## config.mk

```make
export PLATFORM = sky130hd
export DESIGN_NAME = imem_loadable
export DESIGN_NICKNAME = d
export VERILOG_FILES = /design/src/rtl/imem_pkg.sv /design/src/rtl/imem_ram.sv /design/src/rtl/imem_loadable.sv
export SDC_FILE = /design/constraint.sdc
export NUM_CORES = 1
export LEC_CHECK = 0
export ABC_AREA = 0
export ABC_CLOCK_PERIOD_IN_PS = 8500
export BUFFER_PORTS_ARGS = -buffer_cell sky130_fd_sc_hd__buf_2
export CORE_AREA = 2 2 223 225
export DETAILED_ROUTE_END_ITERATION = 12
export DIE_AREA = 0 0 225 227
export PLACE_DENSITY = 0.56
export SYNTH_ARGS = -nofsm -noshare
export SYNTH_HDL_FRONTEND = slang
export SYNTH_SLANG_ARGS = --single-unit
```

## constraint.sdc

```tcl
create_clock -name clk -period 8.5 [get_ports clk]
set_clock_uncertainty 0.1 [all_clocks]
set_input_delay 0.425 -clock clk [delete_from_list [all_inputs] [get_ports clk]]
set_output_delay 0.425 -clock clk [all_outputs]
set_load 0.1 [all_outputs]
```

## src/rtl/imem_pkg.sv

```systemverilog
// Shared definitions for the loadable instruction memory: controller state
// encoding and the default fill word (ARM "B ." branch-to-self).
package imem_pkg;

   typedef enum logic [1:0] {
      ST_CLEAR = 2'd0,
      ST_RUN   = 2'd1,
      ST_LOAD  = 2'd2
   } imem_state_e;

   localparam logic [31:0] IMEM_FILL_WORD = 32'hEAFF_FFFE;

endpackage

```

## src/rtl/imem_ram.sv

```systemverilog
// Word-organised program storage: one synchronous write port and one
// asynchronous read port, so a same-word write is visible right after the edge.
module imem_ram #(
   parameter int ADDR_BITS = 4
) (
   input  logic                 clk,
   input  logic                 wr_en,
   input  logic [ADDR_BITS-1:0] wr_addr,
   input  logic [31:0]          wr_data,
   input  logic [ADDR_BITS-1:0] rd_addr,
   output logic [31:0]          rd_data
);

   localparam int DEPTH = 2 ** ADDR_BITS;

   logic [31:0] mem_q [DEPTH];

   always_ff @(posedge clk) begin
      if (wr_en) begin
         mem_q[wr_addr] <= wr_data;
      end
   end

   assign rd_data = mem_q[rd_addr];

endmodule

```

## src/rtl/imem_loadable.sv

```systemverilog
// Runtime-loadable instruction memory: clears itself to the fill word after
// reset, accepts a word-serial program load, and stalls the core while busy.
module imem_loadable
   import imem_pkg::*;
#(
   parameter int          ADDR_BITS = 4,
   parameter int          REG_READ  = 0,
   parameter logic [31:0] FILL_WORD = IMEM_FILL_WORD
) (
   input  logic                 clk,
   input  logic                 reset,
   input  logic [31:0]          A,
   output logic [31:0]          RD,
   output logic                 hold,
   input  logic                 ld_start,
   input  logic                 ld_valid,
   input  logic [31:0]          ld_data,
   input  logic                 ld_last,
   output logic                 ld_ready,
   output logic                 ld_done,
   output logic [ADDR_BITS:0]   ld_count
);

   localparam logic [ADDR_BITS-1:0] PTR_ONE  = 1;
   localparam logic [ADDR_BITS-1:0] PTR_LAST = '1;
   localparam logic [ADDR_BITS:0]   CNT_ONE  = 1;

   imem_state_e state_q, state_d;

   logic [ADDR_BITS-1:0] ptr_q, ptr_d;
   logic [ADDR_BITS:0]   ld_count_q, ld_count_d;
   logic                 ld_done_q, ld_done_d;

   logic                 accept;
   logic                 load_end;
   logic                 clear_end;
   logic                 wr_en;
   logic [31:0]          wr_data;

   logic [ADDR_BITS-1:0] fetch_idx;
   logic                 fetch_oor;
   logic [31:0]          ram_rd;
   logic [31:0]          rd_d;
   logic [1:0]           unused_byte_offset;

   assign accept    = ld_ready && ld_valid;
   assign load_end  = accept && (ld_last || (ptr_q == PTR_LAST));
   assign clear_end = (state_q == ST_CLEAR) && (ptr_q == PTR_LAST);

   always_ff @(posedge clk) begin
      if (reset) begin
         state_q <= ST_CLEAR;
      end else begin
         state_q <= state_d;
      end
   end

   always_comb begin
      state_d = state_q;
      case (state_q)
         ST_CLEAR: begin
            if (clear_end) begin
               state_d = ST_RUN;
            end
         end
         ST_RUN: begin
            if (ld_start) begin
               state_d = ST_LOAD;
            end
         end
         ST_LOAD: begin
            if (load_end) begin
               state_d = ST_RUN;
            end
         end
         default: state_d = ST_CLEAR;
      endcase
   end

   // Only RUN lets the core fetch; CLEAR and LOAD both own the write port.
   always_comb begin
      hold     = 1'b1;
      ld_ready = 1'b0;
      wr_en    = 1'b0;
      wr_data  = FILL_WORD;
      case (state_q)
         ST_CLEAR: begin
            wr_en = 1'b1;
         end
         ST_RUN: begin
            hold = 1'b0;
         end
         ST_LOAD: begin
            ld_ready = 1'b1;
            wr_en    = ld_valid;
            wr_data  = ld_data;
         end
         default: begin
            hold = 1'b1;
         end
      endcase
   end

   always_comb begin
      ptr_d      = ptr_q;
      ld_count_d = ld_count_q;
      ld_done_d  = 1'b0;
      case (state_q)
         ST_CLEAR: begin
            ptr_d = ptr_q + PTR_ONE;
         end
         ST_RUN: begin
            if (ld_start) begin
               ptr_d      = '0;
               ld_count_d = '0;
            end
         end
         ST_LOAD: begin
            if (accept) begin
               ptr_d      = ptr_q + PTR_ONE;
               ld_count_d = ld_count_q + CNT_ONE;
            end
            ld_done_d = load_end;
         end
         default: begin
            ptr_d = '0;
         end
      endcase
   end

   always_ff @(posedge clk) begin
      if (reset) begin
         ptr_q      <= '0;
         ld_count_q <= '0;
         ld_done_q  <= 1'b0;
      end else begin
         ptr_q      <= ptr_d;
         ld_count_q <= ld_count_d;
         ld_done_q  <= ld_done_d;
      end
   end

   assign ld_done  = ld_done_q;
   assign ld_count = ld_count_q;

   imem_ram #(
      .ADDR_BITS (ADDR_BITS)
   ) u_ram (
      .clk     (clk),
      .wr_en   (wr_en),
      .wr_addr (ptr_q),
      .wr_data (wr_data),
      .rd_addr (fetch_idx),
      .rd_data (ram_rd)
   );

   // Byte offset is meaningless for word fetches; any high address bit means out of range.
   assign unused_byte_offset = A[1:0];
   assign fetch_idx          = A[ADDR_BITS+1:2];
   assign fetch_oor          = |A[31:ADDR_BITS+2];

   always_comb begin
      rd_d = ram_rd;
      if (hold || fetch_oor) begin
         rd_d = FILL_WORD;
      end
   end

   generate
      if (REG_READ != 0) begin : g_reg_read
         logic [31:0] rd_q;

         always_ff @(posedge clk) begin
            if (reset) begin
               rd_q <= FILL_WORD;
            end else begin
               rd_q <= rd_d;
            end
         end

         assign RD = rd_q;
      end else begin : g_comb_read
         assign RD = rd_d;
      end
   endgenerate

endmodule

```

==> impl_metrics.env <==
export IMPL_status="finished clean"
export IMPL_leakagePower_nw=6.67
export IMPL_via_per_inst=5.55
export IMPL_grt_pass1_vias=10164
export IMPL_synthXorXnorAreaFrac_pct=0.303
export IMPL_post_cts_buffers=0
export IMPL_period_share_pct=45.8
export IMPL_diodes=0
export IMPL_die_h_um=227
export IMPL_area_growth_pct=14.7
export IMPL_hold_path_class="input pin to flip-flop"
export IMPL_wirelength_mm=45.1
export IMPL_synth_compound_area_share_pct=2.89
export IMPL_yosysSeqAreaShare_pct=77.2
export IMPL_worst_slew_pin_slew_ns=1.20
export IMPL_tns_ns=0
export IMPL_first_pass_iters=5
export IMPL_yosysWarningCount=0
export IMPL_cts_sinks=524
export IMPL_wl_per_cell_um=26.1
export IMPL_final_cell_mix="512 x edfxtp_1, 128 x mux4_2, 104 x buf_2"
export IMPL_dp_hpwl_mm=22.8
export IMPL_netlist_top_cells_area="edfxtp_1 76%, mux4_2 14%, a22oi_1 2.1%"
export IMPL_gp_congestion=0.709
export IMPL_finalMaxSlewViolations=0
export IMPL_synth_nets=1007
export IMPL_grt_start_max_net_pins=78
export IMPL_final_common_cell="edfxtp_1"
export IMPL_rsz0062_at_grt="false"
export IMPL_yosysTopAreaCellShare_pct=76.0
export IMPL_fill_cells=3968
export IMPL_power_switching_mw=1.07
export IMPL_yosys_area_share_simple_pct=3.59
export IMPL_grt_pass1_wl_mm=65.9
export IMPL_cp_max_fo=77
export IMPL_grt_antenna_before_repair=3
export IMPL_die_x_um=225
export IMPL_nets=1142
export IMPL_cts_root_buffer="clkbuf_16"
export IMPL_internal_power_mw=4.17
export IMPL_start_util_pct=41.7
export IMPL_utilization_pct=47.8
export IMPL_drc=0
export IMPL_dr_first_iter_drc_count=805
export IMPL_start_kind="input pin"
export IMPL_cts_buffers=53
export IMPL_multi_input_area_sq_um=4450
export IMPL_worstSkewPairLatency_ns=0.59
export IMPL_ys_ff_latch=524
export IMPL_portBuffers=106
export IMPL_cts_max_path_buffers=3
export IMPL_cp_required_ns=7.98
export IMPL_holdWs_ns=0.0567
export IMPL_pwr_share_seq_pct=54.0
export IMPL_synthMuxAreaShare_pct=14.3
export IMPL_synth_adder_area_share_pct=0.309
export IMPL_period_minus_slack_ns=3.90
export IMPL_pin_count=109
export IMPL_hold_violations=0
export IMPL_clk_pin_slew_ns=0.06
export IMPL_ys_types=37
export IMPL_overflow=0
export IMPL_dieArea_sq_um=51100
export IMPL_setup_viol=0
export IMPL_core_sq_um=48500
export IMPL_drv_cap=0
export IMPL_relSlewSlack_pct=20.0
export IMPL_synth_largest_area_cell="edfxtp_1"
export IMPL_fp_row_count=81
export IMPL_vias=9603
export IMPL_syn_inst=933
export IMPL_power_density_nw_per_um2=226
export IMPL_synth_top_family_by_area="multiplexers"
export IMPL_syn_area_sq_um=20200
export IMPL_peakVddDrop_mv=0.137
export IMPL_cts_tree="done"
export IMPL_critPathKind="input pin to output port"
export IMPL_syn_avg_cell_area_sq_um=21.7
export IMPL_area_sequential_sq_um=15600
export IMPL_max_freq_mhz=257
export IMPL_arrival_ns=3.37
export IMPL_drive_above_1_share_pct=34.2
export IMPL_p_clk_share_pct=41.8
export IMPL_track_usage_pct=18.0
export IMPL_cp_end_kind="output port"
export IMPL_pwr_share_comb_pct=4.2
export IMPL_htree_levels=2
export IMPL_postRouteAntennaNets=0
export IMPL_swShare_pct=20.5
-- cells in the mapped netlist, drive strengths merged --
cell type / n
nor4b: 1
o221ai: 2
a21oi: 7
a31oi: 1
a22oi: 56
nand3b: 2
nor2b: 4
o211ai: 1
nor4: 6
edfxtp: 512
ha: 5
and2: 6
nor2: 26
a211oi: 1
inv: 7
nand4: 1
a211o: 1
buf: 35
mux4: 128
a22o: 4
nor3: 10
o21ai: 1
nand3: 32
nand2b: 8
clkbuf: 14
and3: 2
a221oi: 4
or2: 28
nand2: 8
o22ai: 1
dfxtp: 12
xor2: 4
xnor2: 3
-- through the flow --
step / total power [mW] / setup slack, ns / cell area [sq um] / instances
2_1_floorplan: 3.03 / 4.73 / 20200 / 933
3_3_place_gp: 3.11 / 4.46 / 21600 / 1634
3_5_place_dp: 3.11 / 4.45 / 21600 / 1634
4_1_cts: 5.29 / 4.44 / 23200 / 1730
5_1_grt: 5.40 / 4.29 / 23200 / 1730
6_report: 5.24 / 4.60 / 23200 / 1730
-- layer usage --
metal / vias to the layer above / track usage (%) / wire length (um)
met5: - / 0 / 12
met4: 2 / 4.25 / 834
met3: 65 / 2.92 / 2060
met2: 250 / 30.4 / 22400
met1: 5091 / 24.8 / 19800
li1: 4195 / - / -
-- registers in the layout (all words and copies together), names as in the netlist --
| name | cells |
|---|---|
| ld_done | 1 |
| u_ram.mem_q | 512 |
| ld_count | 5 |
| state_q | 2 |
| ptr_q | 4 |
-- critical path, stage by stage --
cell and delay, ns:
clkbuf_8 0.70, buf_4 0.79, mux4_2 0.61, a22oi_1 0.30, nand3_1 0.15, buf_2 0.35
-- repair_timing --
item,CTS,global route
hold buffers,1,0
endpoints found under the hold margin,4,0
gates resized for setup,0,0
-- cell families (layout without fill, tap and decap cells) --
logic type | Yosys count | after routing
xor gates and xnor gates | 7 | 7
muxes | 128 | 128
and+or+nand+nor | 134 | 134
adders and majority gates | 5 | 5
DFF | 524 | 524
buffers and inverters | 56 | 231
AOI/OAI and AO/OA | 79 | 79
-- power groups by stage --
stage                     combinational, mW  clock [mW]  sequential, mW
after global placement                0.224           0            2.88
after global routing                  0.237        2.33            2.83
after CTS                             0.226        2.24            2.83
final                                 0.218        2.19            2.83
after floorplan                       0.140           0            2.89
after detailed placement              0.225           0            2.89
-- final cells by class --
| type | instances | area share, % |
|---|---|---|
| inverter | 7 | 0.113 |
| clock inverter | 32 | 1.07 |
| tap | 622 | 3.35 |
| timing repair buffer | 129 | 3.11 |
| sequential | 524 | 67.3 |
| multi-input combinational | 353 | 19.2 |
| clock buffer | 63 | 5.88 |
-- worst paths after layout --
| kind | startpoint | endpoint | slack (ns) | cells past startpoint |
|---|---|---|---|---|
| max reg2reg | state_q[1]$_SDFFE_PP0P_ | u_ram.mem_q[0][15]$_DFFE_PP_ | 5.52 | 4 |
| max | A[3] | RD[5] | 4.60 | 6 |
| min reg2reg | ld_count[4]$_SDFFE_PP0P_ | ld_count[4]$_SDFFE_PP0P_ | 0.42 | 2 |
| min | ld_last | state_q[1]$_SDFFE_PP0P_ | 0.06 | 4 |
Note: power is estimated with default switching activity, not from simulation.
